File: config.mk
export PLATFORM = sky130hd
export DESIGN_NAME = pixel_stage_sequencer
export DESIGN_NICKNAME = d
export VERILOG_FILES = /design/src/rtl/pixel_stage_sequencer_pkg.sv /design/src/rtl/pixel_stage_sequencer_fb_bus_mux.sv /design/src/rtl/pixel_stage_sequencer.sv
export SDC_FILE = /design/constraint.sdc
export NUM_CORES = 1
export LEC_CHECK = 0
export BUFFER_PORTS_ARGS = -buffer_cell sky130_fd_sc_hd__buf_2
export CAP_MARGIN = 0
export CORE_AREA = 5 5 104 106
export CTS_CLUSTER_SIZE = 12
export DETAILED_ROUTE_END_ITERATION = 8
export DIE_AREA = 0 0 109 111
export PLACE_DENSITY_LB_ADDON = 0.05
export SYNTH_ARGS = -nofsm -noshare
export SYNTH_HDL_FRONTEND = slang
export SYNTH_HIERARCHICAL = 1
export SYNTH_SLANG_ARGS = --single-unit
File: constraint.sdc
create_clock -name clk_div_by_two -period 7.5 [get_ports clk_div_by_two]
set_input_delay 1.125 -clock clk_div_by_two [delete_from_list [all_inputs] [get_ports clk_div_by_two]]
set_output_delay 1.125 -clock clk_div_by_two [all_outputs]
set_load 0.03 [all_outputs]
File: src/rtl/pixel_stage_sequencer_pkg.sv
// Shared frame-buffer widths, sequencer state encoding and counter sizes
// for the pixel stage sequencer and its bus mux.
package pixel_stage_sequencer_pkg;

  localparam int unsigned FB_ADDR_W = 18;
  localparam int unsigned FB_DATA_W = 32;
  localparam int unsigned TIMER_W   = 20;
  // Stage index must also represent NUM_STAGES itself (up to 8) as the end marker.
  localparam int unsigned IDX_W     = 4;

  typedef enum logic [2:0] {
    ST_IDLE      = 3'd0,
    ST_SELECT    = 3'd1,
    ST_ENABLE    = 3'd2,
    ST_WAIT_DONE = 3'd3,
    ST_RELEASE   = 3'd4,
    ST_FINISH    = 3'd5
  } seq_state_e;

endpackage

File: src/rtl/pixel_stage_sequencer_fb_bus_mux.sv
// Combinational select of one stage's RAM bus onto the shared frame-buffer
// port; write enable is suppressed while that stage reports done.
module pixel_stage_sequencer_fb_bus_mux
  import pixel_stage_sequencer_pkg::*;
#(
  parameter int unsigned NUM_STAGES = 4,
  parameter int unsigned ADDR_W     = FB_ADDR_W,
  parameter int unsigned DATA_W     = FB_DATA_W
) (
  input  logic                         sel_valid,
  input  logic [IDX_W-1:0]             sel_idx,
  input  logic                         wren_block,
  input  logic [NUM_STAGES*ADDR_W-1:0] stage_address,
  input  logic [NUM_STAGES-1:0]        stage_wren,
  input  logic [NUM_STAGES*DATA_W-1:0] stage_data_write,
  output logic [ADDR_W-1:0]            ram_address_c,
  output logic                         ram_wren_c,
  output logic [DATA_W-1:0]            ram_data_write_c
);

  always_comb begin
    ram_address_c    = '0;
    ram_wren_c       = 1'b0;
    ram_data_write_c = '0;
    for (int i = 0; i < NUM_STAGES; i++) begin
      if (sel_valid && (sel_idx == IDX_W'(i))) begin
        ram_address_c    = stage_address[i*ADDR_W +: ADDR_W];
        ram_wren_c       = stage_wren[i] & ~wren_block;
        ram_data_write_c = stage_data_write[i*DATA_W +: DATA_W];
      end
    end
  end

endmodule

File: src/rtl/pixel_stage_sequencer.sv
// Runs the unmasked image-processing stages in index order over the
// enable/done handshake and routes the active stage onto the frame buffer.
module pixel_stage_sequencer
  import pixel_stage_sequencer_pkg::*;
#(
  parameter int unsigned NUM_STAGES     = 4,
  parameter int unsigned ADDR_W         = FB_ADDR_W,
  parameter int unsigned DATA_W         = FB_DATA_W,
  parameter int unsigned TIMEOUT_CYCLES = 600000
) (
  input  logic                         clk_div_by_two,
  input  logic                         reset_n,
  input  logic                         start,
  input  logic                         abort,
  input  logic [NUM_STAGES-1:0]        stage_mask,
  input  logic [NUM_STAGES-1:0]        done_stage,
  input  logic [NUM_STAGES*ADDR_W-1:0] stage_address,
  input  logic [NUM_STAGES-1:0]        stage_wren,
  input  logic [NUM_STAGES*DATA_W-1:0] stage_data_write,
  output logic [NUM_STAGES-1:0]        enable_stage,
  output logic [ADDR_W-1:0]            ram_address,
  output logic                         ram_wren,
  output logic [DATA_W-1:0]            ram_data_write,
  output logic                         busy,
  output logic                         sequence_done,
  output logic                         timeout_error,
  output logic [2:0]                   active_stage
);

  seq_state_e             state_q, state_d;
  logic [IDX_W-1:0]       idx_q, idx_d;
  logic [NUM_STAGES-1:0]  mask_q, mask_d;
  logic [NUM_STAGES-1:0]  enable_q, enable_d;
  logic                   busy_q, busy_d;
  logic                   seq_done_q, seq_done_d;
  logic                   timeout_err_q, timeout_err_d;
  logic                   abort_seen_q, abort_seen_d;
  logic [TIMER_W-1:0]     timer_q, timer_d;

  logic done_cur_c, en_cur_c, mask_cur_c, idx_end_c, timer_hit_c, mux_sel_c;

  // Per-index views; an index past the last stage reads as idle.
  always_comb begin
    done_cur_c = 1'b0;
    en_cur_c   = 1'b0;
    mask_cur_c = 1'b0;
    for (int i = 0; i < NUM_STAGES; i++) begin
      if (idx_q == IDX_W'(i)) begin
        done_cur_c = done_stage[i];
        en_cur_c   = enable_q[i];
        mask_cur_c = mask_q[i];
      end
    end
  end

  assign idx_end_c   = (idx_q == IDX_W'(NUM_STAGES));
  assign timer_hit_c = (timer_q == TIMER_W'(TIMEOUT_CYCLES - 1));

  always_ff @(posedge clk_div_by_two or negedge reset_n) begin
    if (!reset_n) begin
      state_q       <= ST_IDLE;
      idx_q         <= '0;
      mask_q        <= '0;
      enable_q      <= '0;
      busy_q        <= 1'b0;
      seq_done_q    <= 1'b0;
      timeout_err_q <= 1'b0;
      abort_seen_q  <= 1'b0;
      timer_q       <= '0;
    end else begin
      state_q       <= state_d;
      idx_q         <= idx_d;
      mask_q        <= mask_d;
      enable_q      <= enable_d;
      busy_q        <= busy_d;
      seq_done_q    <= seq_done_d;
      timeout_err_q <= timeout_err_d;
      abort_seen_q  <= abort_seen_d;
      timer_q       <= timer_d;
    end
  end

  always_comb begin
    state_d       = state_q;
    idx_d         = idx_q;
    mask_d        = mask_q;
    enable_d      = enable_q;
    busy_d        = busy_q;
    seq_done_d    = 1'b0;
    timeout_err_d = timeout_err_q;
    abort_seen_d  = abort_seen_q;
    timer_d       = timer_q;

    case (state_q)
      ST_IDLE: begin
        if (start) begin
          mask_d        = stage_mask;
          idx_d         = '0;
          busy_d        = 1'b1;
          timeout_err_d = 1'b0;
          abort_seen_d  = 1'b0;
          state_d       = ST_SELECT;
        end
      end
      ST_SELECT: begin
        if (idx_end_c) begin
          state_d = ST_FINISH;
        end else if (!mask_cur_c) begin
          idx_d = idx_q + IDX_W'(1);
        end else begin
          state_d = ST_ENABLE;
        end
      end
      ST_ENABLE: begin
        // Hold off while the stage still shows done from a previous pass.
        if (!done_cur_c) begin
          enable_d = NUM_STAGES'(1) << idx_q;
          timer_d  = '0;
          state_d  = ST_WAIT_DONE;
        end
      end
      ST_WAIT_DONE: begin
        if (done_cur_c) begin
          enable_d = '0;
          state_d  = ST_RELEASE;
        end else if (timer_hit_c) begin
          enable_d      = '0;
          timeout_err_d = 1'b1;
          state_d       = ST_RELEASE;
        end else if (timer_q != '1) begin
          timer_d = timer_q + TIMER_W'(1);
        end
      end
      ST_RELEASE: begin
        if (!done_cur_c) begin
          if (timeout_err_q || abort_seen_q) begin
            state_d = ST_FINISH;
          end else begin
            idx_d   = idx_q + IDX_W'(1);
            state_d = ST_SELECT;
          end
        end
      end
      ST_FINISH: begin
        busy_d     = 1'b0;
        seq_done_d = ~timeout_err_q & ~abort_seen_q & ~abort;
        state_d    = ST_IDLE;
      end
      default: state_d = ST_IDLE;
    endcase

    // Abort parks in RELEASE so the current stage can drop its done first.
    if (abort && (state_q != ST_IDLE) && (state_q != ST_FINISH)) begin
      enable_d     = '0;
      abort_seen_d = 1'b1;
      idx_d        = idx_q;
      state_d      = ST_RELEASE;
    end
  end

  assign mux_sel_c = (state_q == ST_WAIT_DONE) || en_cur_c;

  pixel_stage_sequencer_fb_bus_mux #(
    .NUM_STAGES (NUM_STAGES),
    .ADDR_W     (ADDR_W),
    .DATA_W     (DATA_W)
  ) u_fb_bus_mux (
    .sel_valid        (mux_sel_c),
    .sel_idx          (idx_q),
    .wren_block       (done_cur_c),
    .stage_address    (stage_address),
    .stage_wren       (stage_wren),
    .stage_data_write (stage_data_write),
    .ram_address_c    (ram_address),
    .ram_wren_c       (ram_wren),
    .ram_data_write_c (ram_data_write)
  );

  assign enable_stage  = enable_q;
  assign busy          = busy_q;
  assign sequence_done = seq_done_q;
  assign timeout_error = timeout_err_q;
  assign active_stage  = 3'(idx_q);

endmodule

Word-level counts from Yosys, hierarchy flattened --
Cells that the tools add are included.
Word-level totals: register bits after elaboration 39, input bits 216, output and inout bits 61, word-level logic and storage cells 135
Operators by class: $add $sub $neg 2, equal/unequal tests 27, shift-type cells 1, mux-type cells 59, bitwise logic cells 11, reduce and logical (&&, ||, !) cells 26
Operators with widths (count):
- $mux W32 | 4
- $mux W20 | 4
- $mux W18 | 4
- $pmux W20 S2 | 1
- $mux W4 | 9
- $mux W3 | 9
- $mux W1 | 23
- $add A20 B1 Y20 const B | 1
- $eq A20 B20 Y1 const B | 1
- $ne A2 B2 Y1 const B | 10
- $ne A20 B20 Y1 const B | 1
- $pmux W3 S5 | 1
- $ne A3 B3 Y1 const B | 4
- $pmux W4 S3 | 1
- $reduce_and A5 Y1 | 2
- $reduce_bool A2 Y1 | 5
- $reduce_bool A3 Y1 | 3
- $eq A4 B2 Y1 const B | 2
- $pmux W4 S2 | 1
- $reduce_and A7 Y1 | 1
- $and A1 B1 Y1 | 6
- $eq A3 B2 Y1 const B | 2
- $eq A3 B3 Y1 const B | 2
- $logic_and A1 B1 Y1 | 6
- 15 further kinds | 23

Depth between registers and ports, before layout --
Gate-level depths: netlist of run 1.
depth after elaboration 11, depth in mapped cells 10, mapped depth without buffers 9

Cells and area by module --
Netlist of run 1, hierarchy kept.
By module, submodules not included:
- pixel_stage_sequencer | times used 1, cells an instance 273, area each 2414.8 um2, sequential area each 975.9 um2
- pixel_stage_sequencer_fb_bus_mux | times used 1, cells an instance 120, area each 1596.5 um2, sequential area each 0.0 um2

Worst setup path after synthesis of run 1 --
OpenSTA, ideal clock, no wires.
path type input to output, start in done_stage[1], end out ram_wren, data arrival time 2.387 ns, required time 6.375 ns, setup slack 3.988 ns, stages 4, buffers on the path 0, cell sequence a221o_1 a21oi_1 inv_1 and3b_1
Between the ends: cells in the longest elaborated chain, start to end 9, elaborated cells between the ends (all ways) 12, classes of those cells 7 x mux; 5 x bitwise
RTL lines:
- start: declaration | line pixel_stage_sequencer.sv:16 | input logic [NUM_STAGES-1:0] done_stage,
- $mux W1 (*) (3 in series) | line pixel_stage_sequencer.sv:48 | if (idx_q == IDX_W'(i)) begin
- via done_cur_c | line pixel_stage_sequencer.sv:40 | logic done_cur_c, en_cur_c, mask_cur_c, idx_end_c, timer_hit_c, mux_sel_c;
- $not A1 Y1 (*) | line pixel_stage_sequencer_fb_bus_mux.sv:28 | ram_wren_c = stage_wren[i] & ~wren_block;
- $and A1 B1 Y1 | line pixel_stage_sequencer_fb_bus_mux.sv:28
- $mux W1 (3 in series) | line pixel_stage_sequencer_fb_bus_mux.sv:26 | if (sel_valid && (sel_idx == IDX_W'(i))) begin
- $mux W1 (*) | line pixel_stage_sequencer_fb_bus_mux.sv:26
- end: declaration | line pixel_stage_sequencer.sv:22 | output logic ram_wren,
The timed path passes the listed nets; every way through them passes the cells marked *.

Final worst setup path of run 1 --
start reg idx_q[0], end out ram_data_write[9]
Between the ends: cells in the longest elaborated chain, start to end 11, elaborated cells between the ends (all ways) 17, classes of those cells 3 x eq/ne; 8 x mux; 6 x reduce/logical
RTL lines:
- start: declaration | line pixel_stage_sequencer.sv:31 | logic [IDX_W-1:0] idx_q, idx_d;
- start signal: assignment | line pixel_stage_sequencer.sv:72 | idx_q <= idx_d;
- $logic_not A4 Y1 | line pixel_stage_sequencer.sv:48
- $mux W1 (3 in series) | line pixel_stage_sequencer.sv:48
- $mux W1 (*) | line pixel_stage_sequencer.sv:48
- $logic_or A1 B1 Y1 (*) | line pixel_stage_sequencer.sv:161 | assign mux_sel_c = (state_q == ST_WAIT_DONE) || en_cur_c;
- via mux_sel_c | line pixel_stage_sequencer.sv:40
- $logic_and A1 B1 Y1 | line pixel_stage_sequencer_fb_bus_mux.sv:26
- $mux W32 (3 in series) | line pixel_stage_sequencer_fb_bus_mux.sv:26
- $mux W32 (*) | line pixel_stage_sequencer_fb_bus_mux.sv:26
- end: declaration | line pixel_stage_sequencer.sv:23 | output logic [DATA_W-1:0] ram_data_write,
Marks and branches as above.

==> results of run 1 <==
-- metrics by stage --
step / area (µm²) / worst slack (ns)
CTS: 5490 / 2.50
global route: 5500 / 2.10
global placement: 5400 / 2.97
detailed placement: 5400 / 2.84
floorplan: 4010 / 3.99
finish: 5500 / 2.56
-- worst min-delay path, delay by kind of cell, from the launching register on --
family | cells | cell delay (ns)
AO/OA/AOI/OAI | 1 | 0.06
AND/OR/NAND/NOR | 1 | 0.05
flip-flops | 1 | 0.36
-- worst paths after layout --
kind                         startpoint  cells after the start                end  slack (ns)
hold / removal             abort_seen_q                      2       abort_seen_q        0.51
min in group asynchronous       reset_n                      1         timer_q[3]        0.95
hold reg to reg            abort_seen_q                      2       abort_seen_q        0.51
setup reg to reg               idx_q[0]                      8          mask_q[1]        3.57
max in group asynchronous       reset_n                      1           idx_q[0]        5.89
setup / recovery               idx_q[0]                     10  ram_data_write[9]        2.56
-- cell families after synthesis --
group | Yosys count | share of synthesized area [%]
AO/OA/AOI/OAI | 88 | 15.1
adder cells (fa/ha/maj) | 6 | 1.81
buffers and inverters | 40 | 5.49
flip-flops | 39 | 24.3
multiplexers | 57 | 30.3
AND/OR/NAND/NOR | 163 | 23.0
-- power groups by stage --
stage,Combinational [mW],Clock [mW],Sequential (mW)
5_1_grt,1.02,0.158,0.371
3_5_place_dp,0.950,0,0.360
4_1_cts,0.952,0.149,0.356
2_1_floorplan,0.778,0,0.286
3_3_place_gp,0.939,0,0.360
6_report,0.954,0.144,0.354
-- state kept, by name, summed over array words and instances, names as in the netlist --
signal,cells
busy,1
mask_q,4
abort_seen_q,1
idx_q,4
timer_q,20
state_q,3
enable_stage,4
sequence_done,1
timeout_error,1
-- per-layer routing --
metal | GRT usage [%] | routed length (µm) | up-vias
li1 | - | - | 2031
met1 | 36.8 | 7060 | 2228
met2 | 44.5 | 8480 | 195
met3 | 4.78 | 1250 | 11
met4 | 4.97 | 121 | 2
met5 | 0 | 13 | -
-- layout by cell type, fill, tap and decap left out, drive strengths merged, types with 3 or more instances in the layout --
cell type  instances
a2111oi            4
a21oi             13
a31oi              3
a32o               4
and2              57
and3               4
buf              279
clkbuf             5
clkinv             3
dfrtp             39
ha                 5
inv                6
mux2               4
mux4              51
nand2             23
nand3             15
nand4              5
nor2              22
nor2b              6
nor3              11
nor4b              3
o211ai             3
o21ai             33
o31ai             14
or2                4
-- final cells by class --
cell class                 count  area, µm²
antenna                        2       5.00
clock buffer                   5       68.8
clock inverter                 3       20.0
fill                         908       4190
inverter                       8       30.0
multi-input combinational    314       2820
sequential                    39        981
tap                          133        166
timing repair buffer         279       1400
==> impl_summary.txt, run 1 <==
----------------------------------------------------
[Run status]
  Outcome ... finished clean

[STA]
  Relative slew slack ... between 30% and 40%
  Shortest clock period the worst path allows after layout ... 4.94 ns
  Unrepaired setup endpoints after global routing ... no
  Number of failing hold endpoints at the final stage ... 0
  Max Clock Skew ... 0.00733 ns
  Peak Freq ... 202 MHz
  Measured slew at the worst slew-check pin ... 1.04 ns
  Final period util ... 65.9%
  Setup violation total in the final timing report ... 0
  Setup Total Neg Slack ... 0 ns
  Tightest hold margin ... about 0.51 ns
  Slew Viols, Final ... 0

[Finish]
  Util after Layout ... 56.7%
  Layout cells sized above 1 ... 54.6%
  Number of standard cells in the layout, taps in and fillers out ... 783
  Fin nets ... 868
  Synth-to-Final Area Change ... 37.0%

[Global routing]
  Antenna violations before repair ... 3
  Overall Global Routing Usage ... 26.9%
  GRT Residual Overflow ... 0
  Maximum number of pins on one net before global-route repair ... 61
  Number of global-route vias before repair ... 4334
  First-pass GRT wire length ... roughly 25000 µm

[Drt]
  Residual antenna-violating net count after detailed routing ... 0
  Number of DRC markers after the initial detailed-route iteration ... 337
  Vias ... 4467
  Via density per instance ... roughly 5.7
  Wirelength per Cell ... 21.6 µm
  Total detailed-routing wirelength ... 16900 µm
  Remaining design rule violation count ... 0
  Length of the first detailed-routing pass in iterations ... 5

[Critical path]
  Arrival time at the worst endpoint ... 3.82 ns
  Slowest cell on the critical path ... sky130_fd_sc_hd__dfrtp_4
  Cells along the critical path ... inv_1 -> ha_1 -> nor2b_1 -> nor3_1 -> a21oi_1 -> o21ai_0 -> nor3b_2 -> buf_4 -> and2_1 -> buf_2
  Critical path buffers and inverters ... 3
  Critical Path Sink Type ... primary output
  Endpoint required time on the critical path ... 6.38 ns
  Cell family with the largest share of critical-path delay ... flip-flops
  Critical path start-end classification ... reg2out
  CP max stage delay ... about 1.1 ns
  CP max FO ... 60
  Launching element type of the critical path ... flip-flop

[Logic synthesis]
  Most common flop cell mapped by yosys ... sky130_fd_sc_hd__dfrtp_1
  Synthesized instance count ... just under 400
  Post-synth top area cell ... sky130_fd_sc_hd__mux4_2
  Count of unique library cells instantiated by Yosys ... 60
  Library cell with the highest instance count after synthesis ... sky130_fd_sc_hd__and2_1
  FFs w/ async S/R, synth ... 100%
  Count of state elements after synthesis ... 39
  Most frequent cells after synthesis ... sky130_fd_sc_hd__and2_1, sky130_fd_sc_hd__mux4_2, sky130_fd_sc_hd__dfrtp_1, sky130_fd_sc_hd__o21ai_0, sky130_fd_sc_hd__nand2_1
  Netlist Area Pre-Place ... 4010 µm²
  Synthesis warning total ... 6
  Average instance area after synthesis ... 10.2 µm²
  Yosys top cell area share ... 28.1%
  EDFF count, synth ... 0
  Part of the Yosys area used for sequential elements ... about a quarter
  Top area cells in the synthesized netlist ... sky130_fd_sc_hd__mux4_2, sky130_fd_sc_hd__dfrtp_1, sky130_fd_sc_hd__and2_1
  Synthesized Nets ... 614

[Clock tree]
  Worst-Skew Late Latency ... 0.29 ns
  Number of clock buffers inserted by TritonCTS ... 5
  # Post-CTS Setup Buffers ... 0
  Number of cells upsized or downsized after cts ... 0
  Clock tree from TritonCTS ... done
  Post-CTS Hold Buffers ... 0
  Clk root buf ... sky130_fd_sc_hd__clkbuf_8
  Clock-pin slew of the registers on the worst-case setup and hold paths ... approximately 0.08 ns
  Maximum level of the CTS H-tree ... 2
  Clock net sink count ... 39
  Clock Path Buffers ... 2

[Die]
  Width of the die ... 109 µm
  I/O pin count ... around 280
  Die ar. ... roughly 12000 µm²
  Core footprint ... 9680 µm²
  Row count ... 36
  Initial Util ... roughly 41%
  Vertical die dimension ... between 100 and 150 µm

[Power and ir drop]
  Maximum ir drop on the vdd rail ... 0.159 mV
  Switching Fraction ... 49.7%
  Gate power share ... approximately 66%
  Net Sw Power ... between 700 and 800 µW
  Internal power ... around 730 µW
  Areal power density over the cells ... 264 nW/µm²
  Share of power burned in the clock network ... 9.9%
  Static leakage ... 2.63 nW
  Total design power ... 1.45 mW
  Sequential group share of total power ... 24.4%

[Placed design]
  Placer congestion estimate ... 0.940
  Total instance count after detailed placement ... 773
  Detailed placement HPWL ... 14000 µm
  Count of buffers inserted at the top-level ports ... 276

[Hold path]
  Hold WC Path Type ... reg2reg

[Run]
  MaxCap Viol Count ... 0

----------------------------------------------------
(Power assumes the default switching activity.)
==> run 2: changes to the inputs <==
- CORE_AREA: 5 5 104 106 -> 5 5 103 105
- DIE_AREA: 0 0 109 111 -> 0 0 108 110
- clock period: 7.5 -> 4.7 ns (I/O delays scaled with it)
==> impl_summary.txt, run 2 (synthesized netlist as in run 1, its figures left out) <==
----------------------------------------------------
[Power and ir drop]
  Gate power share ... 67.0% (was 65.7%)
  Maximum ir drop on the vdd rail ... 0.281 mV (was 0.159 mV)
  Switching Fraction ... 47.7% (was 49.7%)
  Internal power ... 1.25 mW (was 729 µW)
  Areal power density over the cells ... 433 nW/µm² (was 264 nW/µm²)
  Sequential group share of total power ... 20.5% (was 24.4%)
  Static leakage ... 2.67 nW (was 2.63 nW)
  Share of power burned in the clock network ... 12.5% (was 9.9%)
  Net Sw Power ... 1.14 mW (was 722 µW)

[STA]
  Max Clock Skew ... 0.00599 ns (was 0.00733 ns)
  Measured slew at the worst slew-check pin ... 0.896 ns (was 1.04 ns)
  Slew Viols, Final ... 0 (unchanged)
  Setup Total Neg Slack ... 0 ns (unchanged)
  Final period util ... between 80% and 90%
  Peak Freq ... 264 MHz
  Relative slew slack ... 40.2% (was 30.6%)
  Setup violation total in the final timing report ... 0 (unchanged)
  Unrepaired setup endpoints after global routing ... no (unchanged)
  Number of failing hold endpoints at the final stage ... 0 (unchanged)
  Shortest clock period the worst path allows after layout ... 3.79 ns

[Placed design]
  Count of buffers inserted at the top-level ports ... 276 (unchanged)
  Total instance count after detailed placement ... 776 (was 773)
  Placer congestion estimate ... 0.945 (was 0.940)
  Detailed placement HPWL ... 13800 µm (was 14000 µm)
  Placement Cell Area ... 5420 µm² (was 5400 µm²)

[Clock tree]
  Post-CTS Hold Buffers ... 0 (unchanged)
  Number of cells upsized or downsized after cts ... 0 (unchanged)
  Clock net sink count ... 39 (unchanged)
  Number of clock buffers inserted by TritonCTS ... 5 (unchanged)
  Clock-pin slew of the registers on the worst-case setup and hold paths ... 0.08 ns (about the same)
  # Post-CTS Setup Buffers ... 0 (unchanged)
  Maximum level of the CTS H-tree ... 2 (unchanged)
  Clk root buf ... sky130_fd_sc_hd__clkbuf_8 (unchanged)
  Worst-Skew Late Latency ... 0.30 ns (was 0.29 ns)
  Clock tree from TritonCTS ... done (unchanged)
  Clock Path Buffers ... 2 (unchanged)

[Die]
  Initial Util ... 42.0% (was 41.4%)
  Vertical die dimension ... 110 µm (was 111 µm)
  Row count ... 36 (unchanged)
  I/O pin count ... 277 (unchanged)
  Die ar. ... 11900 µm² (was 12100 µm²)
  Core footprint ... 9550 µm² (was 9680 µm²)
  Width of the die ... 108 µm (was 109 µm)

[Global routing]
  Maximum number of pins on one net before global-route repair ... 52 (was 61)
  Antenna violations before repair ... 1 (was 3)
  Number of global-route vias before repair ... 4272 (was 4334)
  GRT Residual Overflow ... 0 (unchanged)
  First-pass GRT wire length ... 23900 µm (was 25100 µm)
  Overall Global Routing Usage ... 26.1% (was 26.9%)

[Finish]
  Max FFs per register ... 20 (unchanged)
  Biggest register ... timer_q (unchanged)
  Top library cells by usage in the layout, fill and taps aside ... sky130_fd_sc_hd__buf_2, sky130_fd_sc_hd__and2_1, sky130_fd_sc_hd__mux4_2, sky130_fd_sc_hd__dfrtp_1, sky130_fd_sc_hd__o21ai_0 (unchanged)
  Total non-filler cell area in the finished layout ... 5550 µm² (was 5500 µm²)
  Synth-to-Final Area Change ... 38.2% (was 37.0%)
  Leading cell type in the layout, fill and taps excluded ... sky130_fd_sc_hd__buf_2 (unchanged)
  Inserted Diodes ... 0 (was 2)
  Layout cells sized above 1 ... 54.8% (was 54.6%)
  Fin nets ... 871 (was 868)
  Util after Layout ... 58.1% (was 56.7%)
  Number of standard cells in the layout, taps in and fillers out ... 784 (was 783)

[Hold path]
  Number of stages on the worst hold path ... 1 (was 2)
  Hold Path Origin ... timer_q[10] (was abort_seen_q)
  Hold WC Path Type ... reg2reg (unchanged)
  Hold EP ... timer_q[10] (was abort_seen_q)

[Critical path]
  Endpoint required time on the critical path ... 3.99 ns (was 6.38 ns)
  Destination of the worst register-to-register timing path ... timer_q[13] (was mask_q[1])
  Critical path start-end classification ... reg2out (unchanged)
  Critical Path Sink Type ... primary output (unchanged)
  R2r setup slk ... 1.40 ns (was 3.57 ns)
  Launch point of the worst path ... state_q[0] (was idx_q[0])
  Register-to-Register Path Depth ... 8 (unchanged)
  Launching element type of the critical path ... flip-flop (unchanged)
  Worst flop-to-flop path startpoint ... idx_q[1] (was idx_q[0])
  Arrival time at the worst endpoint ... 3.09 ns (was 3.82 ns)
  CP max FO ... 41 (was 60)

[Run]
  MaxCap Viol Count ... 0 (unchanged)

[Drt]
  Wirelength per Cell ... 21.0 µm (was 21.6 µm)
  Top layer used by detailed routing ... met5 (unchanged)
  Total routed wire length on the met1 layer ... 6940 µm (was 7060 µm)
  Via density per instance ... 5.67 (was 5.70)
  Number of DRC markers after the initial detailed-route iteration ... 300 (was 337)
  Met3 WL post-DR ... 1380 µm (was 1250 µm)
  Vias ... 4444 (was 4467)
  Total detailed-routing wirelength ... 16400 µm (was 16900 µm)
  Met2 wire length ... 7820 µm (was 8480 µm)
  Residual antenna-violating net count after detailed routing ... 0 (unchanged)
  Length of the first detailed-routing pass in iterations ... 4 (was 5)
  Remaining design rule violation count ... 0 (unchanged)

[Run status]
  Outcome ... finished clean (unchanged)

----------------------------------------------------
run 2: cell types whose count changed in the layout (fill, tap and decap cells not counted), sizes merged:
cell,change
diode,-2
clkinvlp,-2
clkinv,-1
inv,+1
buf,+3
bufinv,+1
clkbuf,+1
run 2: how the worst max path moves through the flow:
stage | endpoint | slack (ns) | depth (start not counted)
after global placement | ram_wren | 1.32 | 8
final | ram_data_write[8] | 0.91 | 8
after global routing | ram_wren | 0.58 | 8
after detailed placement | ram_wren | 1.23 | 8
after CTS | ram_data_write[9] | 0.89 | 8
after floorplan | ram_address[0] | 1.64 | 9
run 2: power by group through the flow:
stage,sequential [mW],combinational [mW],clock [mW]
6_report,0.492,1.61,0.301
3_3_place_gp,0.496,1.59,0
2_1_floorplan,0.456,1.24,0
3_5_place_dp,0.497,1.61,0
4_1_cts,0.489,1.61,0.309
5_1_grt,0.505,1.74,0.325
run 2: worst max-delay path, stage by stage (launching register included):
cell and delay (ns):
sky130_fd_sc_hd__dfrtp_1 0.49, sky130_fd_sc_hd__clkinv_1 0.31, sky130_fd_sc_hd__nor2_1 0.42, sky130_fd_sc_hd__nand2_1 0.41, sky130_fd_sc_hd__o21ai_0 0.16, sky130_fd_sc_hd__nor3b_2 0.21, sky130_fd_sc_hd__buf_4 0.33, sky130_fd_sc_hd__and2_1 0.23
sky130_fd_sc_hd__buf_2 0.21
run 2: layout make-up:
cell class                      count  area (µm²)
Clock inverter                      2        38.8
Multi-Input combinational cell    314        2820
Tap cell                          133         166
Clock buffer                        6        82.6
Sequential cell                    39         981
Inverter                            8        30.0
Timing Repair Buffer              282        1430
Fill cell                         869        4000
run 2: stage by stage:
step / hold slack, ns / setup slack, ns / total power, mW
after detailed placement: 0.491 / 1.23 / 2.10
after floorplan: 0.409 / 1.64 / 1.70
after global placement: 0.487 / 1.32 / 2.08
final: 0.500 / 0.910 / 2.40
after CTS: 0.504 / 0.886 / 2.41
after global routing: 0.522 / 0.582 / 2.57
run 2: layer usage:
layer,vias up,global-route usage [%]
met4,2,5.77
met2,178,40.7
met5,-,0
li1,2038,-
met1,2196,37.2
met3,30,6.12
==> run 3: changes to the inputs <==
- clock period: 4.7 -> 3.8 ns (I/O delays scaled with it)
==> impl_summary.txt, run 3 (synthesized netlist as in run 1, its figures left out) <==
----------------------------------------------------
[Run status]
  Outcome ... finished clean (unchanged)

[Drt]
  Number of DRC markers after the initial detailed-route iteration ... 422 (was 300)
  Wirelength per Cell ... 20.6 µm (was 21.0 µm)
  Remaining design rule violation count ... 0 (unchanged)
  Via density per instance ... 5.68 (was 5.67)
  Total detailed-routing wirelength ... 16100 µm (was 16400 µm)
  Vias ... 4457 (was 4444)
  Residual antenna-violating net count after detailed routing ... 0 (unchanged)
  Length of the first detailed-routing pass in iterations ... 5 (was 4)

[STA]
  Setup Total Neg Slack ... 0 ns (unchanged)
  Unrepaired setup endpoints after global routing ... no (unchanged)
  Slew Viols, Final ... 0 (unchanged)
  Number of failing hold endpoints at the final stage ... 0 (unchanged)
  Max Clock Skew ... 0.00988 ns (was 0.00599 ns)
  Relative slew slack ... 36.5% (was 40.2%)
  Final period util ... between 90 and 100%
  Measured slew at the worst slew-check pin ... 0.953 ns (was 0.896 ns)
  Shortest clock period the worst path allows after layout ... roughly 3.5 ns
  Peak Freq ... ~280 MHz
  Setup violation total in the final timing report ... 0 (unchanged)

[Clock tree]
  Number of cells upsized or downsized after cts ... 0 (unchanged)
  Clock Path Buffers ... 2 (unchanged)
  Number of clock buffers inserted by TritonCTS ... 5 (unchanged)
  Clock-pin slew of the registers on the worst-case setup and hold paths ... 0.08 ns (about the same)
  Clock tree from TritonCTS ... done (unchanged)
  Worst-Skew Late Latency ... 0.30 ns (about the same)
  Maximum level of the CTS H-tree ... 2 (unchanged)
  Clk root buf ... sky130_fd_sc_hd__clkbuf_8 (unchanged)
  # Post-CTS Setup Buffers ... 0 (unchanged)
  Clock net sink count ... 39 (unchanged)
  Post-CTS Hold Buffers ... 0 (unchanged)

[Critical path]
  Launching element type of the critical path ... flip-flop (unchanged)
  Critical Path Sink Type ... primary output (unchanged)
  Launch point of the worst path ... state_q[0] (unchanged)
  CP max FO ... 51 (was 41)
  Arrival time at the worst endpoint ... 2.94 ns (was 3.09 ns)
  Slowest cell on the critical path ... sky130_fd_sc_hd__dfrtp_1 (unchanged)
  Critical path buffers and inverters ... 4 (was 3)
  CP max stage delay ... 0.48 ns (was 0.49 ns)
  Top cell by count, worst path ... sky130_fd_sc_hd__buf_4
  Critical path start-end classification ... reg2out (unchanged)
  Endpoint required time on the critical path ... 3.23 ns (was 3.99 ns)
  Worst flop-to-flop path startpoint ... idx_q[0] (was idx_q[1])
  Cells along the critical path ... clkinv_1 -> nor2_1 -> nand2_1 -> buf_4 -> o21ai_0 -> nor3b_2 -> buf_4 -> and2_1 -> buf_2 (was clkinv_1 -> nor2_1 -> nand2_1 -> o21ai_0 -> nor3b_2 -> buf_4 -> and2_1 -> buf_2)
  Cell family with the largest share of critical-path delay ... buffers and inverters (was simple AND/OR/NAND/NOR gates)

[Run]
  MaxCap Viol Count ... 0 (unchanged)

[Power and ir drop]
  Areal power density over the cells ... 527 nW/µm² (was 433 nW/µm²)
  Total design power ... 2.90 mW (was 2.40 mW)
  Maximum ir drop on the vdd rail ... 0.414 mV (was 0.281 mV)
  Static leakage ... 2.65 nW (was 2.67 nW)

[Hold path]
  Hold WC Path Type ... in2async (was reg2reg)

[Die]
  Row count ... 36 (unchanged)
  Width of the die ... 108 µm (unchanged)
  I/O pin count ... 277 (unchanged)
  Core footprint ... 9550 µm² (unchanged)
  Die ar. ... 11900 µm² (unchanged)
  Initial Util ... 42.0% (unchanged)
  Vertical die dimension ... 110 µm (unchanged)

[Global routing]
  Antenna violations before repair ... 0 (was 1)
  Maximum number of pins on one net before global-route repair ... 56 (was 52)
  Number of global-route vias before repair ... 4145 (was 4272)
  First-pass GRT wire length ... 23300 µm (was 23900 µm)
  Overall Global Routing Usage ... 25.4% (was 26.1%)
  GRT Residual Overflow ... 0 (unchanged)

[Finish]
  Leading cell type in the layout, fill and taps excluded ... sky130_fd_sc_hd__buf_2 (unchanged)
  Biggest register ... timer_q (unchanged)
  Max FFs per register ... 20 (unchanged)
  Fin nets ... 871 (unchanged)
  Top library cells by usage in the layout, fill and taps aside ... sky130_fd_sc_hd__buf_2, sky130_fd_sc_hd__and2_1, sky130_fd_sc_hd__mux4_2, sky130_fd_sc_hd__dfrtp_1, sky130_fd_sc_hd__o21ai_0 (unchanged)
  Layout cells sized above 1 ... 54.7% (was 54.8%)
  Number of inserted filler cells in the final layout ... 872 (was 869)
  Synth-to-Final Area Change ... 37.5% (was 38.2%)
  Inserted Diodes ... 0 (unchanged)

[Placed design]
  Count of buffers inserted at the top-level ports ... 276 (unchanged)
  Placer congestion estimate ... 0.922 (was 0.945)
  Detailed placement HPWL ... 13300 µm (was 13800 µm)

----------------------------------------------------
run 3: changes by cell type in the layout (fill, tap and decap cells not counted):
| cell | delta |
|---|---|
| sky130_fd_sc_hd__inv_6 | -1 |
| sky130_fd_sc_hd__clkbuf_1 | +1 |
| sky130_fd_sc_hd__bufinv_16 | -1 |
| sky130_fd_sc_hd__clkinv_2 | +1 |
run 3: stage by stage:
step | hold slack [ns] | std cells | cell area, µm² | worst slack, ns | utilization [%]
after floorplan | 0.274 | 393 | 4010 | 0.872 | -
after global placement | 0.491 | 776 | 5420 | 0.743 | 56.8
after detailed placement | 0.497 | 776 | 5420 | 0.664 | 56.8
after CTS | 0.423 | 784 | 5520 | 0.321 | 57.8
after global routing | 0.469 | 784 | 5520 | 0.0469 | 57.8
final | 0.391 | 784 | 5520 | 0.287 | 57.8
run 3: worst paths after layout:
kind                                  endpoint  slack, ns  cells past startpoint
max                          ram_data_write[8]       0.29                      9
max reg2reg                        timer_q[15]       0.84                      8
min reg2reg                        timer_q[10]       0.51                      1
min in group clk_div_by_two          mask_q[3]       0.50                      2
min                                timer_q[14]       0.39                      1
max in group asynchronous             idx_q[0]       2.76                      1
run 3: worst reg2reg max path, delay by kind of cell (launching register included):
| family | cells | cell delay, ns |
|---|---|---|
| adders and majority gates | 1 | 0.24 |
| buffers and inverters | 1 | 0.10 |
| AOI/OAI and AO/OA | 3 | 1.17 |
| DFF | 1 | 0.46 |
| and+or+nand+nor | 3 | 0.92 |
run 3: power breakdown:
| part | internal, mW | total [mW] | switching [mW] |
|---|---|---|---|
| clock | 0.147 | 0.293 | 0.146 |
| combinational | 0.843 | 2.03 | 1.18 |
| sequential | 0.490 | 0.586 | 0.0967 |
| total | 1.48 | 2.90 | 1.43 |
run 3: area by class of cell:
class / count / area [µm²] / share of cell area [%]
Sequential cell: 39 / 981 / 17.8
Clock inverter: 1 / 5.00 / 0.0907
Timing Repair Buffer: 282 / 1430 / 25.9
Tap cell: 133 / 166 / 3.02
Clock buffer: 7 / 86.3 / 1.57
Multi-Input combinational cell: 314 / 2820 / 51.1
Inverter: 8 / 30.0 / 0.544
run 3: routing by layer:
layer	track usage, %	vias up	wire length, µm
met1	37.7	2167	6980
met3	6.46	25	1490
li1	-	2038	-
met2	37.3	227	7410
met4	5.95	0	263
met5	0	-	0
